### src/rtl/prog_sram_writer.sv
// ---------------------------------------------------------------------------
// prog_sram_writer
//
// Takes the byte-write stream from the UART program loader and commits it
// to an external asynchronous SRAM.
//
// Incoming bytes are queued in a small FIFO. The block then requests the
// shared SRAM bus and, once it has the grant, generates SRAM write cycles
// in the order SETUP / PULSE / HOLD. It also keeps a byte count and an
// 8-bit additive checksum of the completed writes, so the host can check
// the download.
//
// Parameters
//   DEPTH_LOG2   FIFO depth is 2**DEPTH_LOG2 entries of {adr, data}
//   WE_CYCLES    number of cycles sram_we_n is held low per write (>= 1)
//
// Ports
//   clk          system clock; all state changes happen on the rising edge
//   reset        synchronous, active-high reset
//   in_adr       byte address from the loader, sampled when in_write = 1
//   in_data      byte data from the loader, sampled when in_write = 1
//   in_write     one-cycle write strobe from the loader
//   bus_req      SRAM bus request; high in every state except IDLE
//   bus_gnt      grant from the SRAM arbiter
//   sram_adr     SRAM address
//   sram_dq_out  SRAM write data
//   sram_dq_oe   drive enable for the SRAM data pins
//   sram_ce_n    SRAM chip enable, active low
//   sram_we_n    SRAM write enable, active low
//   busy         FIFO non-empty or FSM not idle (combinational)
//   overflow     sticky flag: a strobe arrived while the FIFO was full
//   byte_count   completed SRAM writes, wraps mod 2**21
//   checksum     sum mod 256 of the data of completed SRAM writes
// ---------------------------------------------------------------------------
module prog_sram_writer #(
    parameter int DEPTH_LOG2 = 2,
    parameter int WE_CYCLES  = 2
) (
    input  logic        clk,
    input  logic        reset,
    input  logic [20:0] in_adr,
    input  logic [7:0]  in_data,
    input  logic        in_write,
    output logic        bus_req,
    input  logic        bus_gnt,
    output logic [20:0] sram_adr,
    output logic [7:0]  sram_dq_out,
    output logic        sram_dq_oe,
    output logic        sram_ce_n,
    output logic        sram_we_n,
    output logic        busy,
    output logic        overflow,
    output logic [20:0] byte_count,
    output logic [7:0]  checksum
);

    localparam int DEPTH  = 1 << DEPTH_LOG2;
    localparam int ENTRY_W = 29;
    localparam int PW     = (WE_CYCLES > 1) ? $clog2(WE_CYCLES) : 1;
    localparam logic [PW-1:0]         PULSE_LAST = PW'(WE_CYCLES - 1);
    localparam logic [DEPTH_LOG2:0]   FIFO_FULL_COUNT = (DEPTH_LOG2 + 1)'(DEPTH);

    typedef enum logic [2:0] {
        IDLE,
        REQ,
        SETUP,
        PULSE,
        HOLD
    } state_t;

    state_t state;
    state_t next_state;

    logic [ENTRY_W-1:0]    fifo_mem [DEPTH];
    logic [DEPTH_LOG2-1:0] wr_ptr;
    logic [DEPTH_LOG2-1:0] rd_ptr;
    logic [DEPTH_LOG2:0]   fifo_count;
    logic                  fifo_empty;
    logic                  fifo_full;
    logic                  push;
    logic                  pop;
    logic [ENTRY_W-1:0]    fifo_head;

    logic [PW-1:0]         pulse_cnt;

    logic                  bus_req_d;
    logic                  sram_ce_n_d;
    logic                  sram_we_n_d;
    logic                  sram_dq_oe_d;

    // FIFO status. The count has one extra bit so that "full" and "empty"
    // are different values even though the pointers wrap.
    assign fifo_empty = (fifo_count == '0);
    assign fifo_full  = (fifo_count == FIFO_FULL_COUNT);
    assign fifo_head  = fifo_mem[rd_ptr];

    // A pop moves the FIFO head into the SRAM address/data registers. This
    // happens on the grant in REQ, or at HOLD exit when more data is waiting
    // and the grant is still held. bus_gnt is not looked at anywhere else,
    // so dropping it during a write does not abort that write.
    assign pop = bus_gnt && !fifo_empty && ((state == REQ) || (state == HOLD));

    // A strobe into a full FIFO is still accepted if a pop frees a slot in
    // the same cycle.
    assign push = in_write && (!fifo_full || pop);

    assign busy = !fifo_empty || (state != IDLE);

    // FIFO storage. It is not reset, because an entry is only read after it
    // has been written.
    always_ff @(posedge clk) begin
        if (push) begin
            fifo_mem[wr_ptr] <= {in_adr, in_data};
        end
    end

    // FIFO pointers, occupancy and the sticky overflow flag. A push and a
    // pop in the same cycle leave the count unchanged.
    always_ff @(posedge clk) begin
        if (reset) begin
            wr_ptr     <= '0;
            rd_ptr     <= '0;
            fifo_count <= '0;
            overflow   <= 1'b0;
        end else begin
            if (push) begin
                wr_ptr <= wr_ptr + 1'b1;
            end
            if (pop) begin
                rd_ptr <= rd_ptr + 1'b1;
            end
            case ({push, pop})
                2'b10:   fifo_count <= fifo_count + 1'b1;
                2'b01:   fifo_count <= fifo_count - 1'b1;
                default: fifo_count <= fifo_count;
            endcase
            if (in_write && fifo_full && !pop) begin
                overflow <= 1'b1;
            end
        end
    end

    // FSM state register. Reset takes effect at once, so a write in
    // progress is abandoned at the reset edge.
    always_ff @(posedge clk) begin
        if (reset) begin
            state <= IDLE;
        end else begin
            state <= next_state;
        end
    end

    // Counts the cycles spent in PULSE. It is cleared in every other state,
    // so each PULSE phase starts counting from zero.
    always_ff @(posedge clk) begin
        if (reset || (state != PULSE)) begin
            pulse_cnt <= '0;
        end else begin
            pulse_cnt <= pulse_cnt + 1'b1;
        end
    end

    // Next-state logic. A strobe arriving on the same edge as the HOLD exit
    // does not count toward that decision, because the decision uses the
    // registered FIFO count.
    always_comb begin
        next_state = state;
        case (state)
            IDLE: begin
                if (!fifo_empty) begin
                    next_state = REQ;
                end
            end
            REQ: begin
                if (pop) begin
                    next_state = SETUP;
                end
            end
            SETUP: begin
                next_state = PULSE;
            end
            PULSE: begin
                if (pulse_cnt == PULSE_LAST) begin
                    next_state = HOLD;
                end
            end
            HOLD: begin
                if (pop) begin
                    next_state = SETUP;
                end else begin
                    next_state = IDLE;
                end
            end
            default: begin
                next_state = IDLE;
            end
        endcase
    end

    // Output decode. Pin levels are worked out from the state being entered,
    // then registered, so the SRAM control pins change exactly on the edge
    // where the state changes and never glitch.
    always_comb begin
        bus_req_d    = 1'b0;
        sram_ce_n_d  = 1'b1;
        sram_we_n_d  = 1'b1;
        sram_dq_oe_d = 1'b0;
        case (next_state)
            IDLE: begin
                bus_req_d = 1'b0;
            end
            REQ: begin
                bus_req_d = 1'b1;
            end
            SETUP: begin
                bus_req_d    = 1'b1;
                sram_ce_n_d  = 1'b0;
                sram_dq_oe_d = 1'b1;
            end
            PULSE: begin
                bus_req_d    = 1'b1;
                sram_ce_n_d  = 1'b0;
                sram_we_n_d  = 1'b0;
                sram_dq_oe_d = 1'b1;
            end
            HOLD: begin
                bus_req_d    = 1'b1;
                sram_ce_n_d  = 1'b0;
                sram_dq_oe_d = 1'b1;
            end
            default: begin
                bus_req_d = 1'b0;
            end
        endcase
    end

    // Registered SRAM control pins and bus request.
    always_ff @(posedge clk) begin
        if (reset) begin
            bus_req    <= 1'b0;
            sram_ce_n  <= 1'b1;
            sram_we_n  <= 1'b1;
            sram_dq_oe <= 1'b0;
        end else begin
            bus_req    <= bus_req_d;
            sram_ce_n  <= sram_ce_n_d;
            sram_we_n  <= sram_we_n_d;
            sram_dq_oe <= sram_dq_oe_d;
        end
    end

    // SRAM address and data are loaded only on a pop edge. That edge always
    // enters SETUP, so both values are stable for the whole of PULSE and
    // HOLD.
    always_ff @(posedge clk) begin
        if (reset) begin
            sram_adr    <= '0;
            sram_dq_out <= '0;
        end else if (pop) begin
            sram_adr    <= fifo_head[28:8];
            sram_dq_out <= fifo_head[7:0];
        end
    end

    // Download statistics. A write counts as complete when HOLD exits, and
    // HOLD always lasts exactly one cycle. Both counters wrap naturally.
    always_ff @(posedge clk) begin
        if (reset) begin
            byte_count <= '0;
            checksum   <= '0;
        end else if (state == HOLD) begin
            byte_count <= byte_count + 1'b1;
            checksum   <= checksum + sram_dq_out;
        end
    end

endmodule
### config.mk
export PLATFORM = sky130hd
export DESIGN_NAME = prog_sram_writer
export DESIGN_NICKNAME = d
export VERILOG_FILES = /design/src/rtl/prog_sram_writer.sv
export SDC_FILE = /design/constraint.sdc
export NUM_CORES = 1
export LEC_CHECK = 0
export CORE_ASPECT_RATIO = 0.6
export CORE_UTILIZATION = 59
export DETAILED_ROUTE_END_ITERATION = 12
export PLACE_DENSITY = 0.85
export SETUP_SLACK_MARGIN = 0.15
export SLEW_MARGIN = 20
export SYNTH_ARGS = -nofsm -noshare
export SYNTH_HDL_FRONTEND = slang
export SYNTH_SLANG_ARGS = --single-unit
export TNS_END_PERCENT = 5
### constraint.sdc
create_clock -name clk -period 7.7 [get_ports clk]
set_input_delay 1.155 -clock clk [delete_from_list [all_inputs] [get_ports clk]]
set_output_delay 1.155 -clock clk [all_outputs]
set_load 0.02 [all_outputs]
* After elaboration in Yosys (flattened, before gate mapping)
Memory sizes are Yosys's and may differ from the RTL's. A register that Yosys moved wholly into a read port is not among the register bits.
Cells that the tools add are included.
** Storage, ports and cells
- Memories kept :: 1
- Memory bits (writable) :: 116
- Bits of input ports :: 33
- Output and inout bits :: 64
- Word-level logic and storage cells :: 62
- Register bits after elaboration :: 45
** Memories
- fifo_mem :: depth 4, width 29, rd ports 1, clocked after Yosys merged registers in 1, write ports 1, RTL line 74 : logic [ENTRY_W-1:0] fifo_mem [DEPTH];
** Operators by class
- Multiplexer cells :: 12
- Equal/unequal tests :: 12
- Reduce and logical (&&, ||, !) cells :: 18
- Add/subtract/negate cells :: 7
** Operator list (number)
- adder 21 x 1 -> 21 bit (second input constant) :: 1
- case mux 3 bit (5 select lines) :: 1
- equality test 3 x 2 -> 1 bit (second input constant) :: 4
- equality test 3 bit (second input constant) :: 3
- 2-to-1 mux 3 bit :: 3
- adder 8 bit :: 1
- equality test 3 x 1 -> 1 bit (second input constant) :: 2
- logical NOT 3 bit :: 2
- 2-to-1 mux 1 bit :: 6
- case mux 3 bit (2 select lines) :: 1
- logical AND 1 bit :: 5
- adder 2 x 1 -> 2 bit (second input constant) :: 2
- logical OR 1 bit :: 4
- OR reduction 4 bit :: 1
- adder 3 x 1 -> 3 bit (second input constant) :: 1
- logical NOT 1 bit :: 3
- inequality test 3 x 2 -> 1 bit (second input constant) :: 1
- nonzero test 3 bit :: 1
- OR reduction 3 bit :: 1
- subtractor 3 x 1 -> 3 bit (second input constant) :: 1
- equality test 2 x 1 -> 1 bit (second input constant) :: 1
- equality test 2 bit (second input constant) :: 1
- 2-to-1 mux 2 bit :: 1
- nonzero test 2 bit :: 1
- adder 1 bit (second input constant) :: 1

* Logic depth before layout (Yosys ltp)
Gate-level depths: netlist of the first run.
- Word-level depth :: 9
- Mapped depth :: 11
- Gate-level depth less buffers :: 10

* Worst setup path after synthesis of the first run
No wires, ideal clock.
- Path type :: input to register
- Start point :: input bus_gnt
- End point :: register fifo_count[2]
- Stages :: 11
- Required time :: 7.630 ns
- Path buffers :: 2
- Data arrival time :: 3.278 ns
- Setup time :: 0.070 ns
- Setup slack :: 4.352 ns
- Cell sequence :: nand2b_1 -> or3_1 -> clkbuf_1 -> clkinv_1 -> clkbuf_1 -> ha_1 -> inv_1 -> fa_1 -> xor2_1 -> or3_1 -> a21oi_1
** On the way
- Cells in the longest elaborated chain, start to end :: 6
- Elaborated cells on any way between the ends :: 8
- Classes of those cells :: eq/ne: 2; mux: 1; reduce/logical: 5
** Ends and longest elaborated chain
- start: declaration :: RTL line 45 : input logic bus_gnt,
- logical AND 1 bit (*) (2 in a row) :: RTL line 101 : assign pop = bus_gnt && !fifo_empty && ((state == REQ) || (state == HOLD));
- net pop :: RTL line 81 : logic pop;
- logical OR 1 bit :: RTL line 105 : assign push = in_write && (!fifo_full || pop);
- logical AND 1 bit :: RTL line 105
- equality test 2 x 1 -> 1 bit / equality test 2 bit (equally long branches) :: RTL line 132 : case ({push, pop})
- case mux 3 bit (2 select lines) / nonzero test 2 bit (equally long branches)
- end signal: assignment :: RTL line 133 : 2'b10: fifo_count <= fifo_count + 1'b1;
- end signal: assignment :: RTL line 134 : 2'b01: fifo_count <= fifo_count - 1'b1;
- end signal: assignment :: RTL line 135 : default: fifo_count <= fifo_count;
- end: declaration :: RTL line 77 : logic [DEPTH_LOG2:0] fifo_count;
The timed path passes the listed nets; every way through them passes the cells marked *.
A chain may end at the register's enable or synchronous reset.

* Worst setup path after layout of the first run
- Start point :: input bus_gnt
- End point :: register fifo_count[2]
** On the way
- Cells in the longest elaborated chain, start to end :: 6
- Elaborated cells on any way between the ends :: 8
- Classes of those cells :: eq/ne: 2; mux: 1; reduce/logical: 5
** Ends and longest elaborated chain (RTL line)
- logical AND 1 bit (*) (2 in a row) :: 101
- logical OR 1 bit :: 105
- logical AND 1 bit :: 105
- equality test 2 x 1 -> 1 bit / equality test 2 bit (equally long branches) :: 132
- case mux 3 bit (2 select lines) / nonzero test 2 bit (equally long branches)
Every way passes the cells marked *; elsewhere a longest branch is shown, timed or not.

==> out/qor_table.md, run 1 <==
| Parameter | Reported |
|:---|:---|
| Result of the run | finished, final reports clean |
| Mean number of vias per cell | 5.71 |
| Dominant register cell in the synthesized netlist | sky130_fd_sc_hd__edfxtp_1 |
| Depth of the worst hold-timing path | 2 |
| Number of clock sinks seen by CTS | 190 |
| Clock buffers created by TritonCTS | 17 |
| Clock tree buffer depth | 2 |
| Max transition margin | 47.3% |
| Level count of the clock H-tree | 4 |
| Placed cell count | 779 |
| Fraction of registers with async set/reset | 0% |
| Proportion of power drawn by flip-flops and latches | 50.7% |
| Most area-consuming cells after synthesis | sky130_fd_sc_hd__edfxtp_1 47%, sky130_fd_sc_hd__dfxtp_1 20%, sky130_fd_sc_hd__mux4_2 8.8%, sky130_fd_sc_hd__nand2_1 4.3%, sky130_fd_sc_hd__a21oi_1 2.9% |
| CP max-delay cell | sky130_fd_sc_hd__inv_2 |
| Slew Limit Fails | 0 |
| Global Route met2 Usage | 40.9% |
| Leakage power summed over all cells | 3.04 nW |
| Area share of the leading cell type in the synthesized netlist | 47.1% |
| Max IR drop VDD | 0.163 mV |
| Post-route worst setup slack | 4.02 ns |
| Detailed placer's ending HPWL | 9.22 mm |
| Post-Synthesis Cells | 537 |
| Switching fraction of total power | 23.7% |
| Layout cells sized above 1 | 11.8% |
| Remaining number of nets flagged by the antenna check after routing | 0 |
| Mean Syn Cell Area | 13.8 sq um |
| Switching power | 0.547 mW |
| RSZ-0062 raised after global routing | false |
| Synthesized flop and latch total | 190 |
| Global Route met3 Usage | 4.69% |
| Total Nets Final | 681 |
| Post-cts sizing count | 0 |
| Post-layout total power | 2.31 mW |
| Class of the tightest hold or removal check | reg2reg |
| Relative contribution of combinational cells to total power | 9.7% |
| Post-route minimum period | 3.68 ns |
| WL final | 15.0 mm |
| Sequence of cells on the critical path | clkdlybuf4s50_1 -> nand2b_1 -> or3_1 -> inv_2 -> ha_1 -> inv_1 -> fa_1 -> xor2_1 -> or3_1 -> a21oi_1 |
| GRT Resource Usage Total | 24.5% |
| Most area-hungry cell type in the Yosys netlist | sky130_fd_sc_hd__edfxtp_1 |
| Clock power share | 39.6% |
| Power per standard cell area | 253 mW/mm^2 |
| Number of non-filler instances in the completed layout | 811 |
| Period utilisation layout | 47.8% |
| Final setup vio count | 0 |
| Total of buffers placed on input and output ports | 96 |
| Signed area change from the synthesized netlist to the final layout | 23.4% |
| Most frequent cells after synthesis | 116 x sky130_fd_sc_hd__edfxtp_1, 84 x sky130_fd_sc_hd__nand2_1, 74 x sky130_fd_sc_hd__dfxtp_1, 43 x sky130_fd_sc_hd__a21oi_1, 33 x sky130_fd_sc_hd__nor2_1 |
| Clock transition at path regs | 0.07 ns |
| Transition at the pin with the smallest max-transition slack | 0.785 ns |
| Worst Path Class, Setup | in2reg |
| Maximum number of pins on one net before global-route repair | 74 |
| Arrival @ worst endpoint | 4.02 ns |
| Die width | 147 um |
| Total number of vias | 4632 |
| Warnings, synthesis | 0 |
| DRC viols | 0 |
| Count of endpoints failing hold in the final timing report | 0 |
| Floorplan row count | 31 |
| Number of cells traversed by the worst register-to-register path | 9 |
| Count of filler cells inserted in the layout | 697 |
| Die Y-Extent | 88.7 um |
| CTS Hold Buffers Added | 0 |
| Net count of the mapped netlist | 585 |
| Antenna violations before repair | 0 |
| Wire length per cell after detailed routing | 18.5 um |
| Root buffer cell | sky130_fd_sc_hd__clkbuf_16 |
| Number of enable flip-flop cells after synthesis | 116 |
| Unique masters post-synth | 47 |
| Worst-Skew Late Latency | 0.42 ns |
| Layer carrying the most global-route usage | met2 |
| Final Util | 75.2% |
| Worst Hold Margin | 0.454 ns |
| Global route total overflow | 0 |
| Capturing element type of the critical path | register |
| DP Area | 0.00850 sq mm |
| Global-route wire length before repair | 23.4 mm |
| Cell type with the highest occurrence count on the critical path | sky130_fd_sc_hd__or3_1 |
| Critical Path Start Type | primary input |
| Met1 track utilization from global routing | 32.6% |
| Critical path fanouts, max | 33 |
| Weighted congestion reported at the end of routability-driven placement | 0.803 |
| Biggest cell delay along the critical path | 0.52 ns |
| Clock tree from TritonCTS | done |
| Number of buffers inserted by post-CTS setup repair | 0 |
| Most frequent cell after synthesis | sky130_fd_sc_hd__edfxtp_1 |
| Overall die area | 0.0130 sq mm |
| Combined area of all synthesized cells | 0.00740 sq mm |
| Core Footprint | 0.0121 sq mm |
| Iter 0 DRT Violations | 296 |
| Share of the yosys chip area belonging to registers | 67.1% |
| Worst clock skew | 0.0112 ns |
| Final antenna diode count | 0 |
| Fmax | 272 MHz |
| Internal power | 1.77 mW |
| Number of global-route vias before repair | 4541 |
| Pre-CTS setup slack | 3.46 ns |
| Cell area after layout | 0.00913 sq mm |
| Drt pass-1 iters | 4 |
| Worst EP required | 8.04 ns |
| Initial cell density of the core | 60.9% |
| I/O pin count | 97 |
| Total Neg Setup Slack | 0 ns |
| Number of max-cap violations | 0 |
==> registers in the layout, indices dropped and copies added (netlist names) <==
| signal | cells |
|---|---|
| overflow | 1 |
| bus_req | 1 |
| wr_ptr | 2 |
| sram_adr | 21 |
| rd_ptr | 2 |
| byte_count | 21 |
| sram_ce_n | 1 |
| sram_dq_oe | 1 |
| fifo_count | 3 |
| checksum | 8 |
| state | 3 |
| sram_we_n | 1 |
| fifo_mem | 116 |
| pulse_cnt | 1 |
| sram_dq_out | 8 |
==> final timing paths <==
kind / startpoint / to / slack (ns)
worst min register to register: sram_adr[10] / sram_adr[10] / 0.45
worst max register to register: fifo_count[2] / fifo_count[2] / 4.76
worst max-delay path: bus_gnt / fifo_count[2] / 4.02
worst min-delay path: sram_adr[10] / sram_adr[10] / 0.45
==> layer usage <==
metal,wire length (um),share of wire (%)
met5,0,0
met3,1130,7.5
met4,256,1.7
met2,7180,48
met1,6410,43
==> worst max-delay path, delay by kind of cell <==
| family | cells | cell delay, ns |
|---|---|---|
| buf+inv | 3 | 1.05 |
| simple gates | 3 | 0.79 |
| fa+ha+maj | 2 | 0.69 |
| xor+xnor | 1 | 0.17 |
| compound gates | 1 | 0.15 |
==> final cells by class <==
| class | instances | area, sq um | share of cell area (%) |
|---|---|---|---|
| timing repair buffer | 103 | 1010 | 11.0 |
| multi-input combinational | 305 | 2260 | 24.8 |
| tap | 165 | 206 | 2.26 |
| clock inverter | 15 | 198 | 2.17 |
| clock buffer | 17 | 425 | 4.66 |
| inverter | 16 | 60.1 | 0.658 |
| sequential | 190 | 4970 | 54.4 |
==> cells in the final DEF, fill, tap and decap left out, types with 13 or more instances in the layout <==
master                            instances
sky130_fd_sc_hd__ha_1                    13
sky130_fd_sc_hd__nand2_1                 84
sky130_fd_sc_hd__nor2_1                  33
sky130_fd_sc_hd__dfxtp_1                 73
sky130_fd_sc_hd__inv_1                   15
sky130_fd_sc_hd__mux4_2                  29
sky130_fd_sc_hd__edfxtp_1               116
sky130_fd_sc_hd__xor2_1                  14
sky130_fd_sc_hd__clkbuf_16               17
sky130_fd_sc_hd__clkdlybuf4s50_1         95
sky130_fd_sc_hd__a21oi_1                 43
==> cells by family after synthesis <==
family                     count (synthesis)  synth area share (%)
AOI/OAI and AO/OA                         66                  4.99
xor gates and xnor gates                  24                  2.84
adders and majority gates                 15                  2.74
buffers and inverters                     42                  2.33
DFF                                      190                  67.1
muxes                                     31                  9.12
and+or+nand+nor                          169                  10.9
==> power groups by stage <==
| stage | sequential [mW] | combinational (mW) | clock [mW] |
|---|---|---|---|
| 6_report | 1.17 | 0.224 | 0.916 |
| 3_3_place_gp | 1.19 | 0.215 | 0 |
| 5_1_grt | 1.18 | 0.242 | 0.964 |
| 4_1_cts | 1.17 | 0.225 | 0.925 |
| 2_1_floorplan | 1.19 | 0.128 | 0 |
| 3_5_place_dp | 1.20 | 0.222 | 0 |
Power figures use the tool's default switching activity.
==> run 2, diff against run 1 <==
--- a/config.mk
+++ b/config.mk
@@ -6,9 +6,9 @@
 export NUM_CORES = 1
 export LEC_CHECK = 0
 export CORE_ASPECT_RATIO = 0.6
-export CORE_UTILIZATION = 59
+export CORE_UTILIZATION = 49
 export DETAILED_ROUTE_END_ITERATION = 12
-export PLACE_DENSITY = 0.85
+export PLACE_DENSITY = 0.75
 export SETUP_SLACK_MARGIN = 0.15
 export SLEW_MARGIN = 20
 export SYNTH_ARGS = -nofsm -noshare
==> constraint.sdc (replaced) <==
create_clock -name clk -period 3.1 [get_ports clk]
set_input_delay 0.465 -clock clk [delete_from_list [all_inputs] [get_ports clk]]
set_output_delay 0.465 -clock clk [all_outputs]
set_load 0.02 [all_outputs]
==> out/qor_table.md, run 2 (synthesized netlist as in run 1, its figures left out) <==
| Parameter | Reported |
|:---|:---|
| Crit path buf inv count | 2 |
| Critical Path Start Type | register |
| Iter 0 DRT Violations | 340 |
| Worst clock skew | 0.00938 ns |
| Total number of vias | 4558 |
| Worst EP required | 3.44 ns |
| Worst Path Class, Setup | reg2reg |
| Max IR drop VDD | 0.477 mV |
| Detailed placer's ending HPWL | 9.95 mm |
| Number of max-cap violations | 0 |
| Clock buffers created by TritonCTS | 17 |
| WL final | 15.2 mm |
| Maximum number of pins on one net before global-route repair | 33 |
| Worst-Skew Late Latency | 0.42 ns |
| Post-route minimum period | 2.39 ns |
| Total Neg Setup Slack | 0 ns |
| Register with the highest flop count | fifo_mem |
| Transition at the pin with the smallest max-transition slack | 0.636 ns |
| Weighted congestion reported at the end of routability-driven placement | 0.816 |
| Count of filler cells inserted in the layout | 1130 |
| Highest-count cells in the layout ignoring fill and taps | 116 x sky130_fd_sc_hd__edfxtp_1, 95 x sky130_fd_sc_hd__clkdlybuf4s50_1, 84 x sky130_fd_sc_hd__nand2_1 |
| Global route total overflow | 0 |
| Number of non-filler instances in the completed layout | 849 |
| Core Footprint | 0.0146 sq mm |
| Fmax | 418 MHz |
| Root buffer cell | sky130_fd_sc_hd__clkbuf_16 |
| Worst-case register-to-register setup slack | 0.71 ns |
| Number of flip-flops under the largest register name | 116 |
| DP Area | 0.00862 sq mm |
| Cell type with the highest occurrence count on the critical path | sky130_fd_sc_hd__inv_1 |
| Max transition margin | 57.6% |
| CTS Hold Buffers Added | 0 |
| Clock tree buffer depth | 2 |
| Antenna violations before repair | 0 |
| Remaining number of nets flagged by the antenna check after routing | 0 |
| Die width | 161 um |
| I/O pin count | 97 |
| Drt pass-1 iters | 5 |
| Kind of cell adding the most delay to the critical path | simple AND/OR/NAND/NOR gates |
| Initial cell density of the core | 50.6% |
| Slew Limit Fails | 0 |
| Placed cell count | 817 |
| DRC viols | 0 |
| Number of global-route vias before repair | 4635 |
| Leakage power summed over all cells | 3.07 nW |
| Class of the tightest hold or removal check | reg2reg |
| Capturing element type of the critical path | register |
| Signed area change from the synthesized netlist to the final layout | 24.7% |
| Overall die area | 0.0156 sq mm |
| GRT Resource Usage Total | 20.6% |
| Count of endpoints failing hold in the final timing report | 0 |
| Clock tree from TritonCTS | done |
| Arrival @ worst endpoint | 2.73 ns |
| Floorplan row count | 34 |
| Die Y-Extent | 97.2 um |
| Worst Hold Margin | 0.454 ns |
| Global-route wire length before repair | 24.4 mm |
| Mean number of vias per cell | 5.37 |
| Wire length per cell after detailed routing | 17.9 um |
| Cell area after layout | 0.00923 sq mm |
| Layout cells sized above 1 | 12.4% |
| Final setup vio count | 0 |
| Power per standard cell area | 613 mW/mm^2 |
| Number of buffers inserted by post-CTS setup repair | 0 |
| Critical path fanouts, max | 7 |
| Total Nets Final | 686 |
| Final antenna diode count | 0 |
| Number of clock sinks seen by CTS | 190 |
| Period utilisation layout | 77.2% |
| Clock transition at path regs | 0.07 ns |
| Sequence of cells on the critical path | xnor2_1 -> o211ai_1 -> and2_1 -> inv_1 -> ha_1 -> inv_1 -> fa_1 -> xor2_1 -> or3_1 -> a21oi_1 |
| Post-cts sizing count | 0 |
| RSZ-0062 raised after global routing | false |
| Level count of the clock H-tree | 4 |
| CP max-delay cell | sky130_fd_sc_hd__dfxtp_1 |
| Most common cell after layout, fill and taps aside | sky130_fd_sc_hd__edfxtp_1 |
| Result of the run | finished, final reports clean |
| Biggest cell delay along the critical path | 0.45 ns |
| Biggest regs | fifo_mem: 116 flops, byte_count: 21 flops, sram_adr: 21 flops |
| Total of buffers placed on input and output ports | 96 |
## run 2: changes by cell type in the layout (fill, tap and decap cells not counted), moves of 2 or more
cell and change:
sky130_fd_sc_hd__and2_1 -2, sky130_fd_sc_hd__clkbuf_1 +2, sky130_fd_sc_hd__buf_12 +3, sky130_fd_sc_hd__clkinv_4 -3
sky130_fd_sc_hd__clkbuf_8 +2, sky130_fd_sc_hd__buf_4 +2, sky130_fd_sc_hd__inv_6 -4, sky130_fd_sc_hd__clkbuf_16 +4
sky130_fd_sc_hd__clkbuf_2 +2, sky130_fd_sc_hd__inv_8 -3, sky130_fd_sc_hd__bufinv_16 -3, sky130_fd_sc_hd__inv_4 +3
sky130_fd_sc_hd__and2_2 +2
## run 2: area by class of cell
class                      count  area (sq um)  share of cell area (%)
sequential                   190          4970                    53.8
timing repair buffer         108          1080                    11.7
clock inverter                 5          35.0                   0.380
multi-input combinational    305          2260                    24.5
tap                          198           248                    2.69
inverter                      16          60.1                   0.651
clock buffer                  27           571                    6.18
## run 2: path summary, 6_finish.rpt
| kind | from | endpoint | cells past startpoint |
|---|---|---|---|
| hold / removal | sram_adr[9] | sram_adr[9] | 2 |
| setup / recovery | state[0] | fifo_count[2] | 10 |
| setup reg to reg | state[0] | fifo_count[2] | 10 |
| hold reg to reg | sram_adr[9] | sram_adr[9] | 2 |
## run 2: worst min-delay path: cells and delay by family, from the launching register on
kind	cells	cell delay, ns
compound gates	1	0.05
simple gates	1	0.05
flops	1	0.31
## run 2: routing by layer
metal / share of wire (%) / GRT usage, %
met5: 0 / 0
met4: 0.67 / 4.54
met3: 7.4 / 4.78
met2: 45 / 31.4
met1: 47 / 30.1
## run 2: report_power, final
part | switching [mW] | internal [mW] | total (mW)
combinational | 0.311 | 0.272 | 0.583
clock | 0.899 | 1.28 | 2.17
sequential | 0.0736 | 2.82 | 2.90
## run 2: metrics by stage
stage	worst slack, ns	power, mW	util, %
floorplan	0.442	3.28	-
global placement	0.384	3.51	58.9
detailed placement	0.312	3.54	58.9
CTS	0.705	5.70	63.0
global route	0.525	5.86	63.0
finish	0.708	5.66	63.0
